### config.mk
export PLATFORM = sky130hd
export DESIGN_NAME = uart_tx_arbiter_flat
export DESIGN_NICKNAME = d
export VERILOG_FILES = /design/src/rtl/uart_tx_arb_pkg.sv /design/src/rtl/naive_bus.sv /design/src/rtl/uart_tx_arbiter_rr_pick.sv /design/src/rtl/uart_tx_arbiter.sv /design/src/flat_wrapper.sv
export SDC_FILE = /design/constraint.sdc
export NUM_CORES = 1
export LEC_CHECK = 0
export BUFFER_PORTS_ARGS = -buffer_cell sky130_fd_sc_hd__buf_2
export CORE_UTILIZATION = 39
export CTS_CLUSTER_DIAMETER = 150
export DETAILED_ROUTE_END_ITERATION = 12
export PLACE_DENSITY = 0.93
export SETUP_SLACK_MARGIN = 0.5
export SYNTH_ARGS = -nofsm -noshare
export SYNTH_HDL_FRONTEND = slang
export SYNTH_SLANG_ARGS = --single-unit
### constraint.sdc
create_clock -name clk -period 1.7 [get_ports clk]
set_clock_uncertainty 0.05 [all_clocks]
set_input_delay 0.085 -clock clk [delete_from_list [all_inputs] [get_ports clk]]
set_output_delay 0.085 -clock clk [all_outputs]
set_load 0.01 [all_outputs]
### src/rtl/uart_tx_arb_pkg.sv
// uart_tx_arb_pkg: shared types and bus constants for the UART TX arbiter
package uart_tx_arb_pkg;
  typedef enum logic [1:0] {IDLE, PREFIX, GRANT, WRITE} state_t;
  localparam logic [31:0] UART_TX_DATA_ADDR = 32'h0;
  localparam logic [3:0] UART_TX_BE = 4'b0001;
endpackage

### src/rtl/naive_bus.sv
// naive_bus: simple request/grant memory-mapped bus
interface naive_bus;
  logic        rd_req;
  logic        rd_gnt;
  logic [31:0] rd_addr;
  logic [31:0] rd_data;
  logic        wr_req;
  logic        wr_gnt;
  logic [31:0] wr_addr;
  logic [31:0] wr_data;
  logic [3:0]  wr_be;
  modport master (output rd_req, rd_addr, wr_req, wr_addr, wr_data, wr_be, input rd_gnt, rd_data, wr_gnt);
  modport slave (input rd_req, rd_addr, wr_req, wr_addr, wr_data, wr_be, output rd_gnt, rd_data, wr_gnt);
endinterface

### src/rtl/uart_tx_arbiter_rr_pick.sv
// rr_pick: combinational round-robin picker, first set request at or after start
module rr_pick #(
  parameter int N = 2
) (
  input  logic [N-1:0]         req,
  input  logic [$clog2(N)-1:0] start,
  output logic                 hit,
  output logic [$clog2(N)-1:0] idx
);
  localparam int W = $clog2(N);
  logic [W-1:0] j;
  always_comb begin
    hit = 1'b0;
    idx = '0;
    j = '0;
    for (int i = N - 1; i >= 0; i--) begin
      j = W'((int'(start) + i) % N);
      if (req[j]) begin
        hit = 1'b1;
        idx = j;
      end
    end
  end
endmodule

### src/rtl/uart_tx_arbiter.sv
// uart_tx_arbiter: message-locked round-robin sharing of the UART TX FIFO; UART_TX_ARB_PREFIX_EN adds a per-lock tag byte
module uart_tx_arbiter
  import uart_tx_arb_pkg::*;
#(
  parameter int N_REQ = 2,
  parameter int IDLE_TIMEOUT = 64,
  parameter logic [7:0] PREFIX_BASE = 8'h41
) (
  input  logic                       clk,
  input  logic                       rst_n,
  input  logic [N_REQ-1:0]           req_valid,
  input  logic [N_REQ*8-1:0]         req_data,
  input  logic [N_REQ-1:0]           req_last,
  output logic [N_REQ-1:0]           req_ready,
  output logic [$clog2(N_REQ)-1:0]   grant_id,
  output logic                       busy,
  naive_bus.master                   bus
);
  localparam int W = $clog2(N_REQ);
  localparam int TW = $clog2(IDLE_TIMEOUT) + 1;
`ifdef UART_TX_ARB_PREFIX_EN
  localparam state_t FIRST = PREFIX;
`else
  localparam state_t FIRST = GRANT;
`endif
  state_t state, state_d;
  logic [W-1:0] rr_ptr, rr_d, gid_d, pick_idx;
  logic pick_hit, rel, last_q, last_d, wr;
  logic [7:0] byte_q, byte_d;
  logic [TW-1:0] to_cnt, cnt_d;
  rr_pick #(.N(N_REQ)) u_pick (
    .req(req_valid),
    .start(rr_ptr),
    .hit(pick_hit),
    .idx(pick_idx)
  );
  always_comb begin
    state_d = state;
    rr_d = rr_ptr;
    gid_d = grant_id;
    byte_d = byte_q;
    last_d = last_q;
    cnt_d = to_cnt;
    rel = 1'b0;
    case (state)
      IDLE: if (pick_hit) begin
        gid_d = pick_idx;
        state_d = FIRST;
      end
      PREFIX: begin
        byte_d = PREFIX_BASE + 8'(grant_id);
        last_d = 1'b0;
        state_d = WRITE;
      end
      GRANT: if (req_valid[grant_id]) begin
        byte_d = req_data[{grant_id, 3'b000} +: 8];
        last_d = req_last[grant_id];
        cnt_d = '0;
        state_d = WRITE;
      end else if (to_cnt == TW'(IDLE_TIMEOUT - 1)) rel = 1'b1;
      else cnt_d = to_cnt + 1'b1;
      WRITE: if (bus.wr_gnt) begin
        rel = last_q;
        state_d = GRANT;
      end
      default: state_d = IDLE;
    endcase
    if (rel) begin
      rr_d = (grant_id == W'(N_REQ - 1)) ? '0 : grant_id + 1'b1;
      cnt_d = '0;
      state_d = IDLE;
    end
  end
  always_ff @(posedge clk or negedge rst_n)
    if (!rst_n) begin
      state <= IDLE;
      rr_ptr <= '0;
      grant_id <= '0;
      byte_q <= '0;
      last_q <= 1'b0;
      to_cnt <= '0;
    end else begin
      state <= state_d;
      rr_ptr <= rr_d;
      grant_id <= gid_d;
      byte_q <= byte_d;
      last_q <= last_d;
      to_cnt <= cnt_d;
    end
  assign wr = state == WRITE;
  assign busy = state != IDLE;
  assign req_ready = (state == GRANT) ? (N_REQ'(1) << grant_id) : '0;
  assign bus.wr_req = wr;
  assign bus.wr_addr = wr ? UART_TX_DATA_ADDR : '0;
  assign bus.wr_be = wr ? UART_TX_BE : '0;
  assign bus.wr_data = wr ? {24'h0, byte_q} : '0;
  assign bus.rd_req = 1'b0;
  assign bus.rd_addr = '0;
endmodule

### src/flat_wrapper.sv
// flat-port wrapper written by rule: the top's interface ports become plain ports
module uart_tx_arbiter_flat import uart_tx_arb_pkg::*;
#(
  parameter int N_REQ = 2,
  parameter int IDLE_TIMEOUT = 64,
  parameter logic [7:0] PREFIX_BASE = 8'h41
)
  (clk, rst_n, req_valid, req_data, req_last, req_ready, grant_id, busy, bus_rd_req, bus_rd_addr, bus_wr_req, bus_wr_addr, bus_wr_data, bus_wr_be, bus_rd_gnt, bus_rd_data, bus_wr_gnt);
  naive_bus bus_i ();
  input  logic clk;
  input  logic rst_n;
  input  logic [N_REQ-1:0] req_valid;
  input  logic [N_REQ*8-1:0] req_data;
  input  logic [N_REQ-1:0] req_last;
  output logic [N_REQ-1:0] req_ready;
  output logic [$clog2(N_REQ)-1:0] grant_id;
  output logic busy;
  output wire logic [$bits(bus_i.rd_req)-1:0] bus_rd_req;
  output wire logic [$bits(bus_i.rd_addr)-1:0] bus_rd_addr;
  output wire logic [$bits(bus_i.wr_req)-1:0] bus_wr_req;
  output wire logic [$bits(bus_i.wr_addr)-1:0] bus_wr_addr;
  output wire logic [$bits(bus_i.wr_data)-1:0] bus_wr_data;
  output wire logic [$bits(bus_i.wr_be)-1:0] bus_wr_be;
  input wire logic [$bits(bus_i.rd_gnt)-1:0] bus_rd_gnt;
  input wire logic [$bits(bus_i.rd_data)-1:0] bus_rd_data;
  input wire logic [$bits(bus_i.wr_gnt)-1:0] bus_wr_gnt;
  assign bus_rd_req = bus_i.rd_req;
  assign bus_rd_addr = bus_i.rd_addr;
  assign bus_wr_req = bus_i.wr_req;
  assign bus_wr_addr = bus_i.wr_addr;
  assign bus_wr_data = bus_i.wr_data;
  assign bus_wr_be = bus_i.wr_be;
  assign bus_i.rd_gnt = bus_rd_gnt;
  assign bus_i.rd_data = bus_rd_data;
  assign bus_i.wr_gnt = bus_wr_gnt;
  uart_tx_arbiter #(.N_REQ(N_REQ), .IDLE_TIMEOUT(IDLE_TIMEOUT), .PREFIX_BASE(PREFIX_BASE)) u_core (.clk(clk), .rst_n(rst_n), .req_valid(req_valid), .req_data(req_data), .req_last(req_last), .req_ready(req_ready), .grant_id(grant_id), .busy(busy), .bus(bus_i));
endmodule
==> metrics.txt, run 1 <==
FF+latch count, synth=20; synthesized cell area=1891 µm²; fraction of registers with async set or reset after synthesis=1.000; antenna violations before repair=0; result of the run=completed; number of diodes added for antenna fixing=0; setup-violating endpoint count in the final report=0; primary flip-flop cell chosen by synthesis mapping=sky130_fd_sc_hd__dfrtp_1; cells along the critical path=buf_6, ha_4, buf_6, nand3_4, a32oi_2, o31ai_2; wire length of the first global-routing pass=5733 µm; HPWL after detailed placement=~2600 µm; clock transition time at the flip-flop clock pins of the worst setup and hold paths=approximately 0.070 ns; clock tree from TritonCTS=built; total routed wirelength=slightly below 5000 µm; mean post-synth cell area=between 8 and 9 µm²; CP most frequent cell=sky130_fd_sc_hd__buf_6; Worst Path Required=around 1.8 ns; total DRC errors in the routed layout=0; max_cap viols=0; total grt overflow=0; peak per-stage delay on the critical path=~0.44 ns; total via count in the routed design=1544; core area=approximately 4500 µm²; instance area at placement=approximately 1800 µm²; Area Growth Syn to Fin=23.83%; final hold vios=0; count of flip-flops with a built-in enable after synthesis=0; pwr/cell area=about 1600 nW/µm²; unrepaired setup endpoints after global routing=true; Initial Util=0.4197; site row count=24; TritonRoute pass-1 iters=4; routed length per instance=about 15 µm; routed vias/inst=between 4 and 5; fraction of layout instances using a drive strength above 1=0.4194; Net count, final=~340; yosys synthesis warning count=0; Seq/Total Area, Yosys=0.2647; Final min period=around 1.6 ns; number of buffers on the longest clock path=2; path category of the worst min-delay check=primary input to flop; Die Ht=around 72 µm; achievable clock frequency=~0.63 GHz; H-tree levels=1; First DRT Iteration DRCs=between 150 and 200; clock tree root buffer cell=sky130_fd_sc_hd__clkbuf_8; vias in the first global route=1192; TritonCTS Buffers=3; Worst Setup End Kind=flop; Top delay family on crit path=flip-flops; number of buffers and inverters on the critical path=2; pins over their slew limit=0; fill cell instance count of the final layout=374; post-synthesis cell count=220; critical-path maximum fanout=8; Static Leakage=1.201 nW; final non-filler cell area=between 2000 and 2500 µm²; data arrival time of the worst path=around 1.7 ns; DIE AREA=around 5100 µm²; post-route fraction of the period consumed by the critical path=0.9341; weighted congestion reported at the end of routability-driven placement=0.8184; GRT Resource Usage Total=0.1463; critical path class=flop to flop; maximum number of pins on one net before global-route repair=21; Clock Sinks=20; boundary pin count=162; number of distinct standard cells referenced by the synthesized netlist=36; critical path's slowest cell=sky130_fd_sc_hd__dfrtp_2; Total Negative Setup Slacks=0 ns; Buffers on Ports=36; type of element launching the critical path=flop; worst voltage drop across the vdd grid=646.7 µV; horizontal extent of the die=about 70 µm; Antenna Nets Post-Route=0; Clock Latency Late Sink=0.26 ns
==> worst register-to-register path: stages (launching register included) <==
cell and delay, ns:
sky130_fd_sc_hd__dfrtp_2 0.44, sky130_fd_sc_hd__buf_6 0.13, sky130_fd_sc_hd__ha_4 0.19, sky130_fd_sc_hd__buf_6 0.15
sky130_fd_sc_hd__nand3_4 0.12, sky130_fd_sc_hd__a32oi_2 0.26, sky130_fd_sc_hd__o31ai_2 0.11
==> placed cells by master, fill, tap and decap left out, types with 2 or more instances in the layout <==
cell type | synthesis | routed
sky130_fd_sc_hd__inv_1 | 6 | 3
sky130_fd_sc_hd__ha_4 | 0 | 4
sky130_fd_sc_hd__and2_1 | 8 | 4
sky130_fd_sc_hd__buf_2 | 2 | 29
sky130_fd_sc_hd__nor2_1 | 7 | 5
sky130_fd_sc_hd__nand4_1 | 5 | 5
sky130_fd_sc_hd__a21o_4 | 1 | 4
sky130_fd_sc_hd__nand2_2 | 0 | 9
sky130_fd_sc_hd__conb_1 | 1 | 92
sky130_fd_sc_hd__a22oi_2 | 0 | 4
sky130_fd_sc_hd__nand2_1 | 16 | 6
sky130_fd_sc_hd__buf_6 | 2 | 18
sky130_fd_sc_hd__xor2_1 | 5 | 5
sky130_fd_sc_hd__a22oi_1 | 6 | 2
sky130_fd_sc_hd__and3_1 | 2 | 2
sky130_fd_sc_hd__dfrtp_2 | 0 | 3
sky130_fd_sc_hd__o21ai_1 | 0 | 6
sky130_fd_sc_hd__a21oi_1 | 7 | 6
sky130_fd_sc_hd__dfrtp_1 | 20 | 17
sky130_fd_sc_hd__inv_2 | 0 | 2
sky130_fd_sc_hd__and2_4 | 0 | 4
sky130_fd_sc_hd__o21ai_2 | 2 | 4
sky130_fd_sc_hd__nor2b_4 | 0 | 2
sky130_fd_sc_hd__buf_4 | 93 | 12
sky130_fd_sc_hd__clkbuf_8 | 0 | 3
sky130_fd_sc_hd__o31ai_2 | 0 | 2
==> repair_timing <==
action	in CTS	in global routing
setup buffers	7	14
hold endpoints to repair	20	0
hold buffers	1	0
setup endpoints to repair	32	32
gates resized for setup	14	70
gates cloned	1	2
pin swaps	5	19
==> cells by family (layout without fill, tap and decap cells) <==
| family | after synthesis | after routing | synth area share |
|---|---|---|---|
| other | 1 | 92 | 0.001984 |
| and+or+nand+nor | 47 | 47 | 0.1271 |
| xor gates and xnor gates | 5 | 5 | 0.02316 |
| DFF | 20 | 20 | 0.2647 |
| muxes | 2 | 2 | 0.01721 |
| AOI/OAI and AO/OA | 34 | 37 | 0.1238 |
| adders and majority gates | 6 | 6 | 0.03971 |
| buffers and inverters | 105 | 70 | 0.4024 |
==> power by group <==
part | internal (mW) | switching (mW)
clock network | 0.158 | 0.157
logic | 1.28 | 1.39
registers | 0.650 | 0.198
total | 2.09 | 1.74
==> final timing paths <==
path,startpoint,to,slack [ns],cells past startpoint
hold / removal,req_data[7],u_core.byte_q[7],0.04,3
setup reg to reg,u_core.state[0],u_core.state[0],0.11,6
min in group asynchronous,rst_n,u_core.byte_q[5],0.28,2
max in group asynchronous,rst_n,u_core.state[1],0.98,2
hold reg to reg,u_core.byte_q[5],u_core.byte_q[5],0.45,2
setup / recovery,u_core.state[0],u_core.state[0],0.11,6
==> routing by layer <==
layer / wire length [µm] / global-route usage
met1: 1715 / 0.1718
met4: 216 / 0.06972
met2: 2604 / 0.2568
met3: 316 / 0.02672
met5: 0 / 0
==> cells in the mapped netlist (all sizes together), types with 2 or more instances <==
cell type / number / share of area
nand3: 2 / 0.0053
mux2i: 2 / 0.017
o31ai: 2 / 0.0079
a31o: 2 / 0.0093
buf: 97 / 0.39
o21ai: 10 / 0.030
and3: 2 / 0.0066
nor2b: 3 / 0.0099
a22oi: 6 / 0.024
ha: 6 / 0.040
dfrtp: 20 / 0.26
and2: 8 / 0.026
nor3b: 2 / 0.0079
nand4: 5 / 0.017
a21oi: 7 / 0.019
nand2: 16 / 0.032
nor2: 7 / 0.014
inv: 6 / 0.012
xor2: 5 / 0.023
==> per-stage QoR <==
step,worst slack (ns),hold WS [ns],power [mW],util,instances
floorplan,0.2910,-0.2606,2.057,-,311
global placement,0.1537,-0.001353,2.119,0.3964,303
detailed placement,0.08348,0.01259,2.209,0.3964,303
CTS,0.1877,0.03989,2.790,0.4350,315
global route,0.07927,0.05745,3.982,0.5197,331
finish,0.1120,0.04147,3.830,0.5197,331
==> area by class of cell <==
class / count / area (µm²) / area share
inverter: 7 / 41.29 / 0.01764
multi-input combinational: 189 / 1241 / 0.5302
clock buffer: 3 / 41.29 / 0.01764
timing repair buffer: 60 / 447.9 / 0.1913
tap: 52 / 65.06 / 0.02779
sequential: 20 / 504.2 / 0.2154
==> sequential cells by signal, indices dropped and copies added (netlist names) <==
register and flops:
u_core.byte_q 8, u_core.to_cnt 7, u_core.state 2, u_core.last_q 1, u_core.grant_id 1, u_core.rr_ptr 1
No activity file was read; power rests on OpenSTA's default activity.
==> run 2, diff against run 1 <==
--- a/config.mk
+++ b/config.mk
@@ -6,11 +6,13 @@
 export NUM_CORES = 1
 export LEC_CHECK = 0
 export BUFFER_PORTS_ARGS = -buffer_cell sky130_fd_sc_hd__buf_2
-export CORE_UTILIZATION = 39
+export CORE_MARGIN = 2
+export CORE_UTILIZATION = 38
 export CTS_CLUSTER_DIAMETER = 150
 export DETAILED_ROUTE_END_ITERATION = 12
-export PLACE_DENSITY = 0.93
+export PLACE_DENSITY = 0.92
 export SETUP_SLACK_MARGIN = 0.5
 export SYNTH_ARGS = -nofsm -noshare
 export SYNTH_HDL_FRONTEND = slang
+export SYNTH_HIERARCHICAL = 1
 export SYNTH_SLANG_ARGS = --single-unit
==> run 2 against run 1 <==
Effect of this change: combinational power is 35% lower; flip-flop and latch count stayed put; first-iteration DRC count is 66% lower; largest cell class unchanged; highest routed layer unchanged.
==> metrics.txt, run 2 <==
GRT Resource Usage Total=0.1147 (-0.03158); data arrival time of the worst path=1.70 ns (+0.02 ns); synthesized cell area=1827 µm² (-3.4%); Seq/Total Area, Yosys=0.2740 (+0.009247); core area=4692 µm² (+4.2%); total via count in the routed design=1285 (-17%); achievable clock frequency=0.6221 GHz (-1.2%); critical path class=flop to flop; wire length of the first global-routing pass=4664 µm (-19%); maximum number of pins on one net before global-route repair=21 (unchanged); cell count of the worst hold path=3 (unchanged); fill cell instance count of the final layout=471 (+26%); worst slack after detailed placement=-0.01587 ns (-0.09935 ns); type of element launching the critical path=flop; Worst Path Required=1.80 ns (about the same); clock tree root buffer cell=sky130_fd_sc_hd__clkbuf_8; routed length per instance=10.82 µm (-26%); fraction of layout instances using a drive strength above 1=0.3094 (-0.1099); result of the run=completed; Net count, final=327 (-4.7%); First DRT Iteration DRCs=57 (-66%); boundary pin count=162 (unchanged); clock transition time at the flip-flop clock pins of the worst setup and hold paths=0.07 ns (about the same); pwr/cell area=1408 nW/µm² (-14%); Initial Util=0.3893 (-0.03039); setup-violating endpoint count in the final report=0 (unchanged); clock tree from TritonCTS=built; Total Negative Setup Slacks=0 ns (unchanged); mean post-synth cell area=8.457 µm² (-1.6%); setup slack of the worst register-to-register path=0.09 ns (-0.02 ns); horizontal extent of the die=73.34 µm (+2.4%); DIE AREA=5378 µm² (+4.8%); number of diodes added for antenna fixing=0 (unchanged); Antenna Nets Post-Route=0 (unchanged); register cell area after layout=503.0 µm² (-0.25%); most area-consuming cells after synthesis=sky130_fd_sc_hd__buf_4 38%, sky130_fd_sc_hd__dfrtp_1 27%, sky130_fd_sc_hd__ha_1 3.4%, sky130_fd_sc_hd__nand2_1 3.1%, sky130_fd_sc_hd__o21ai_0 3.0%; critical-path maximum fanout=6 (-2); Static Leakage=1.103 nW (-8.2%); Worst Reg-to-Reg Cells=6 (unchanged); worst voltage drop across the vdd grid=518.0 µV (-20%); post-synthesis cell type with the largest combined area=sky130_fd_sc_hd__buf_4; critical register-to-register path startpoint=u_core/state[1]; weighted congestion reported at the end of routability-driven placement=0.8068 (-1.4%); primary flip-flop cell chosen by synthesis mapping=sky130_fd_sc_hd__dfrtp_1; fraction of the core area covered by cells at the end of the flow=0.4309 (-0.08879); commonest cells after routing, fill and taps aside=92 x sky130_fd_sc_hd__conb_1, 36 x sky130_fd_sc_hd__buf_2, 18 x sky130_fd_sc_hd__dfrtp_1, 13 x sky130_fd_sc_hd__nand2_1, 10 x sky130_fd_sc_hd__buf_4; unrepaired setup endpoints after global routing=true; H-tree levels=1 (unchanged); site row count=25 (+4.2%); area of combinational cells with multiple inputs=1040 µm² (-16%); antenna violations before repair=0 (unchanged); total routed wirelength=3453 µm (-29%); fraction of registers with async set or reset after synthesis=1.000 (unchanged); most frequent cells after synthesis=93 x sky130_fd_sc_hd__buf_4, 20 x sky130_fd_sc_hd__dfrtp_1, 15 x sky130_fd_sc_hd__nand2_1; TritonCTS Buffers=3 (unchanged); Clock Sinks=20 (unchanged); vias in the first global route=1031 (-14%); WHS Endpoint=u_core/byte_q[6]; Final min period=1.607 ns (+0.01940 ns); Area Growth Syn to Fin=10.68%; FF+latch count, synth=20 (unchanged); post-route fraction of the period consumed by the critical path=0.9455 (+0.01141); hold path startpoint=req_data[14]; yosys synthesis warning count=6 (+6); Biggest register=u_core/byte_q; Reg2Reg Capture Point=u_core/to_cnt[5]; Die Ht=73.34 µm (+2.4%); max_cap viols=0 (unchanged); total grt overflow=0 (unchanged); number of buffers on the longest clock path=2 (unchanged); pins over their slew limit=0 (unchanged); worst-case setup margin in the final layout=0.09257 ns (-0.01940 ns); HPWL after detailed placement=2525 µm (-2.9%); Buffers on Ports=36 (unchanged); total DRC errors in the routed layout=0 (unchanged); number of flip-flops in the largest register=8 (unchanged); Clock Latency Late Sink=0.26 ns (about the same); most frequent standard cell in the layout excluding fill and tap cells=sky130_fd_sc_hd__conb_1; TritonRoute pass-1 iters=4 (unchanged); Worst Setup End Kind=flop; final hold vios=0 (unchanged); most numerous cell in the Yosys netlist=sky130_fd_sc_hd__buf_4; path category of the worst min-delay check=primary input to flop; routed vias/inst=4.028 (-14%); fraction of synthesized cell area taken by the top area cell type=0.3822 (+0.01290); count of flip-flops with a built-in enable after synthesis=0 (unchanged); registers with the most flip-flops=u_core/byte_q: 8 flops, u_core/to_cnt: 7 flops, u_core/state: 2 flops; number of distinct standard cells referenced by the synthesized netlist=35 (-2.8%); post-synthesis cell count=216 (-1.8%)
-- run 2: cell type report --
type | count | share of cell area
Clock buffer | 4 | 0.02723
Inverter | 11 | 0.02290
Multi-Input combinational cell | 179 | 0.5142
Sequential cell | 20 | 0.2488
Tap cell | 54 | 0.03342
Timing Repair Buffer | 51 | 0.1535
-- run 2: cell families (layout without fill, tap and decap cells) --
| group | count (synthesis) | after routing | share of synthesized area |
|---|---|---|---|
| buffers and inverters | 108 | 66 | 0.4144 |
| AND/OR/NAND/NOR | 44 | 44 | 0.1137 |
| AO/OA/AOI/OAI | 29 | 29 | 0.1130 |
| flip-flops | 20 | 20 | 0.2740 |
| adder cells (fa/ha/maj) | 5 | 5 | 0.03425 |
| XOR/XNOR | 5 | 5 | 0.02397 |
| multiplexers | 4 | 4 | 0.02466 |
| other | 1 | 92 | 0.002053 |
-- run 2: where the power goes --
group | leakage [nW] | internal, mW | switching, mW
clock | 0.0288 | 0.206 | 0.151
combinational | 0.822 | 0.749 | 0.976
sequential | 0.253 | 0.639 | 0.126
total | 1.10 | 1.59 | 1.25
-- run 2: repair_timing --
item	in CTS	in global routing
endpoints found under the hold margin	20	0
resized for setup	17	12
pin swaps	6	4
gates cloned	0	0
hold buffers	1	0
setup endpoints to repair	33	33
setup buffers	6	3
-- run 2: worst max-delay path: stages (launching register included) --
cell and delay (ns):
sky130_fd_sc_hd__dfrtp_2 0.47, sky130_fd_sc_hd__ha_4 0.21, sky130_fd_sc_hd__buf_4 0.15, sky130_fd_sc_hd__a31oi_4 0.29, sky130_fd_sc_hd__nor3_2 0.09, sky130_fd_sc_hd__xnor2_1 0.17
sky130_fd_sc_hd__nor2_1 0.06
-- run 2: worst max path at each step --
stage / from / endpoint / cells past startpoint
2_1_floorplan: u_core/state[1] / u_core/state[0] / 5
3_3_place_gp: u_core/state[0] / u_core/to_cnt[5] / 7
3_5_place_dp: u_core/state[0] / u_core/rr_ptr / 5
4_1_cts: u_core/grant_id / u_core/state[0] / 5
5_1_grt: u_core/state[1] / u_core/state[0] / 5
6_report: u_core/state[1] / u_core/to_cnt[5] / 6
-- run 2: metal layers --
layer,up-vias,track usage,share of wire
li1,607,-,-
met5,-,0,0
met4,0,0.06061,0.019
met1,600,0.1252,0.35
met2,71,0.2022,0.55
met3,7,0.03018,0.075
-- run 2: through the flow --
stage | instances | area [µm²] | total power [mW] | hold WS (ns)
5_1_grt | 319 | 2022 | 3.057 | 0.08039
6_report | 319 | 2022 | 2.848 | 0.06883
4_1_cts | 316 | 1956 | 2.706 | 0.07119
2_1_floorplan | 307 | 2235 | 1.974 | -0.2606
3_3_place_gp | 305 | 1772 | 2.068 | 0.001227
3_5_place_dp | 305 | 1772 | 2.134 | 0.01462
==> run 3, diff against run 2 <==
--- a/config.mk
+++ b/config.mk
@@ -6,11 +6,13 @@
 export NUM_CORES = 1
 export LEC_CHECK = 0
 export BUFFER_PORTS_ARGS = -buffer_cell sky130_fd_sc_hd__buf_2
+export CELL_PAD_IN_SITES_DETAIL_PLACEMENT = 2
+export CELL_PAD_IN_SITES_GLOBAL_PLACEMENT = 2
 export CORE_MARGIN = 2
-export CORE_UTILIZATION = 38
+export CORE_UTILIZATION = 19
 export CTS_CLUSTER_DIAMETER = 150
 export DETAILED_ROUTE_END_ITERATION = 12
-export PLACE_DENSITY = 0.92
+export PLACE_DENSITY = 0.93
 export SETUP_SLACK_MARGIN = 0.5
 export SYNTH_ARGS = -nofsm -noshare
 export SYNTH_HDL_FRONTEND = slang
==> run 3 against run 2 <==
Effect of this change: critical path depth is the same; the flow now finishes with violations (setup timing); via count grew 12%; largest power group unchanged; register-to-register slack worse by 0.15 ns; utilization shrank 16 points; critical endpoint is now u_core/state[0]; largest cell class unchanged; count of clock-buffer cells in the layout down 1; hold slack worse by 0.038 ns; highest routed layer unchanged.
==> metrics.txt, run 3 (synthesis gave the netlist of run 2 again) <==
worst voltage drop across the vdd grid=367.6 µV (-29%); TritonCTS Buffers=3 (unchanged); unrepaired setup endpoints after global routing=true; vias in the first global route=1467 (+42%); GRT Resource Usage Total=0.1077 (-0.007017); fraction of layout instances using a drive strength above 1=0.4542 (+0.1448); instance area at placement=1903 µm² (+7.4%); antenna violations before repair=0 (unchanged); weighted congestion reported at the end of routability-driven placement=0.7174 (-11%); Area Growth Syn to Fin=38.49%; horizontal extent of the die=102.1 µm (+39%); fill cell instance count of the final layout=1095 (+130%); critical-path maximum fanout=7 (+1); worst slack after detailed placement=-0.04443 ns (-0.02856 ns); area of combinational cells with multiple inputs=1216 µm² (+17%); boundary pin count=162 (unchanged); worst-case setup margin in the final layout=-0.06007 ns (-0.1526 ns); pwr/cell area=1682 nW/µm² (+19%); H-tree levels=1 (unchanged); Clock Latency Late Sink=0.27 ns (about the same); commonest cells after routing, fill and taps aside=92 x sky130_fd_sc_hd__conb_1, 26 x sky130_fd_sc_hd__buf_2, 22 x sky130_fd_sc_hd__buf_6, 19 x sky130_fd_sc_hd__dfrtp_1, 15 x sky130_fd_sc_hd__buf_4; total via count in the routed design=1434 (+12%); Net count, final=346 (+5.8%); post-route fraction of the period consumed by the critical path=1.035 (+0.08979); DIE AREA=10420 µm² (+94%); Die Ht=102.1 µm (+39%); Final min period=1.760 ns (+0.1526 ns); critical path class=flop to flop; clock tree root buffer cell=sky130_fd_sc_hd__clkbuf_8; Clock Sinks=20 (unchanged); Biggest register=u_core/byte_q; Initial Util=0.1968 (-0.1926); achievable clock frequency=0.5682 GHz (-8.7%); setup-violating endpoint count in the final report=1 (+1); First DRT Iteration DRCs=20 (-65%); violations in the final reports=setup timing; wire length of the first global-routing pass=8224 µm (+76%); pins over their slew limit=0 (unchanged); Worst Path Required=1.81 ns (about the same); HPWL after detailed placement=3693 µm (+46%); data arrival time of the worst path=1.87 ns (+0.17 ns); clock transition time at the flip-flop clock pins of the worst setup and hold paths=0.09 ns (+0.02 ns); routed vias/inst=3.472 (-14%); result of the run=finished, violations left; Antenna Nets Post-Route=0 (unchanged); number of flip-flops in the largest register=8 (unchanged); path category of the worst min-delay check=primary input to flop; TritonRoute pass-1 iters=4 (unchanged); register cell area after layout=501.7 µm² (-0.25%); Buffers on Ports=36 (unchanged); total DRC errors in the routed layout=0 (unchanged); number of buffers on the longest clock path=2 (unchanged); final hold vios=0 (unchanged); core area=9284 µm² (+98%); max_cap viols=0 (unchanged); total grt overflow=0 (unchanged); site row count=35 (+40%); number of diodes added for antenna fixing=0 (unchanged); most frequent standard cell in the layout excluding fill and tap cells=sky130_fd_sc_hd__conb_1; registers with the most flip-flops=u_core/byte_q: 8 flops, u_core/to_cnt: 7 flops, u_core/state: 2 flops; Worst Setup End Kind=flop; type of element launching the critical path=flop; routed length per instance=14.65 µm (+35%); total routed wirelength=6049 µm (+75%); clock tree from TritonCTS=built; maximum number of pins on one net before global-route repair=21 (unchanged); Static Leakage=1.266 nW (+15%); final non-filler cell area=2530 µm² (+25%)
-- run 3: changes by cell type in the layout (fill, tap and decap cells not counted), moves of 4 or more --
cell                      change
sky130_fd_sc_hd__buf_2       -10
sky130_fd_sc_hd__o21ai_2      +7
sky130_fd_sc_hd__and2_4       +6
sky130_fd_sc_hd__and2_1       -6
sky130_fd_sc_hd__nand2_2      +9
sky130_fd_sc_hd__buf_4        +5
sky130_fd_sc_hd__a21o_4       +4
sky130_fd_sc_hd__nand2_1      -9
sky130_fd_sc_hd__buf_6       +18
sky130_fd_sc_hd__o21ai_0      -8
-- run 3: path summary, 6_finish.rpt --
path                                    end        startpoint  cells after the start  slack [ns]
max                         u_core/state[0]   u_core/grant_id                      6       -0.06
min                        u_core/byte_q[1]       req_data[1]                      3        0.03
max reg2reg                 u_core/state[0]   u_core/grant_id                      6       -0.06
min reg2reg                u_core/byte_q[5]  u_core/byte_q[5]                      2        0.46
max in group asynchronous   u_core/grant_id             rst_n                      2        0.98
min in group asynchronous  u_core/byte_q[4]             rst_n                      2        0.26
-- run 3: final cells by class --
cell class	count	area share
multi-input cells	183	0.4807
repair buffers	66	0.2097
flip-flops and latches	20	0.1983
well taps	129	0.06380
inverters	11	0.01929
clock buffers	3	0.01632
clock inverters	1	0.01187
-- run 3: stage by stage --
stage / setup TNS (ns) / cells / utilization / hold slack, ns / total power [mW]
after CTS: 0 / 409 / 0.2596 / 0.03631 / 3.803
after detailed placement: -0.06597 / 385 / 0.2050 / 0.02722 / 2.301
after floorplan: 0 / 307 / - / -0.2606 / 1.974
after global routing: -0.4324 / 413 / 0.2725 / 0.04444 / 4.526
final: -0.06007 / 413 / 0.2725 / 0.03039 / 4.256
after global placement: 0 / 385 / 0.2050 / 0.01666 / 2.186
-- run 3: power by group --
part	total, mW	leakage (nW)	switching (mW)	internal (mW)
Combinational	2.97	0.977	1.51	1.47
Sequential	0.784	0.253	0.146	0.638
Clock	0.498	0.0357	0.183	0.315
Total	4.26	1.27	1.83	2.42
-- run 3: worst max-delay path, stage by stage (launching register included) --
cell and delay [ns]:
sky130_fd_sc_hd__dfrtp_2 0.45, sky130_fd_sc_hd__mux2i_4 0.22, sky130_fd_sc_hd__buf_6 0.16, sky130_fd_sc_hd__a222oi_1 0.30, sky130_fd_sc_hd__buf_4 0.20, sky130_fd_sc_hd__mux2i_2 0.23, sky130_fd_sc_hd__nor2_2 0.05
-- run 3: layer usage --
metal | track usage | share of wire | vias up
li1 | - | - | 649
met1 | 0.1037 | 0.34 | 703
met2 | 0.2267 | 0.58 | 73
met3 | 0.01642 | 0.060 | 9
met4 | 0.03590 | 0.017 | 0
met5 | 0 | 0 | -
-- run 3: what timing repair did --
| action | 4_1_cts | 5_1_grt |
|---|---|---|
| setup buffers | 15 | 4 |
| hold buffers | 1 | 0 |
| hold endpoints to repair | 20 | 0 |
| pin swaps | 26 | 20 |
| setup endpoints to repair | 33 | 34 |
| cloned | 4 | 0 |
| gates resized for setup | 66 | 31 |
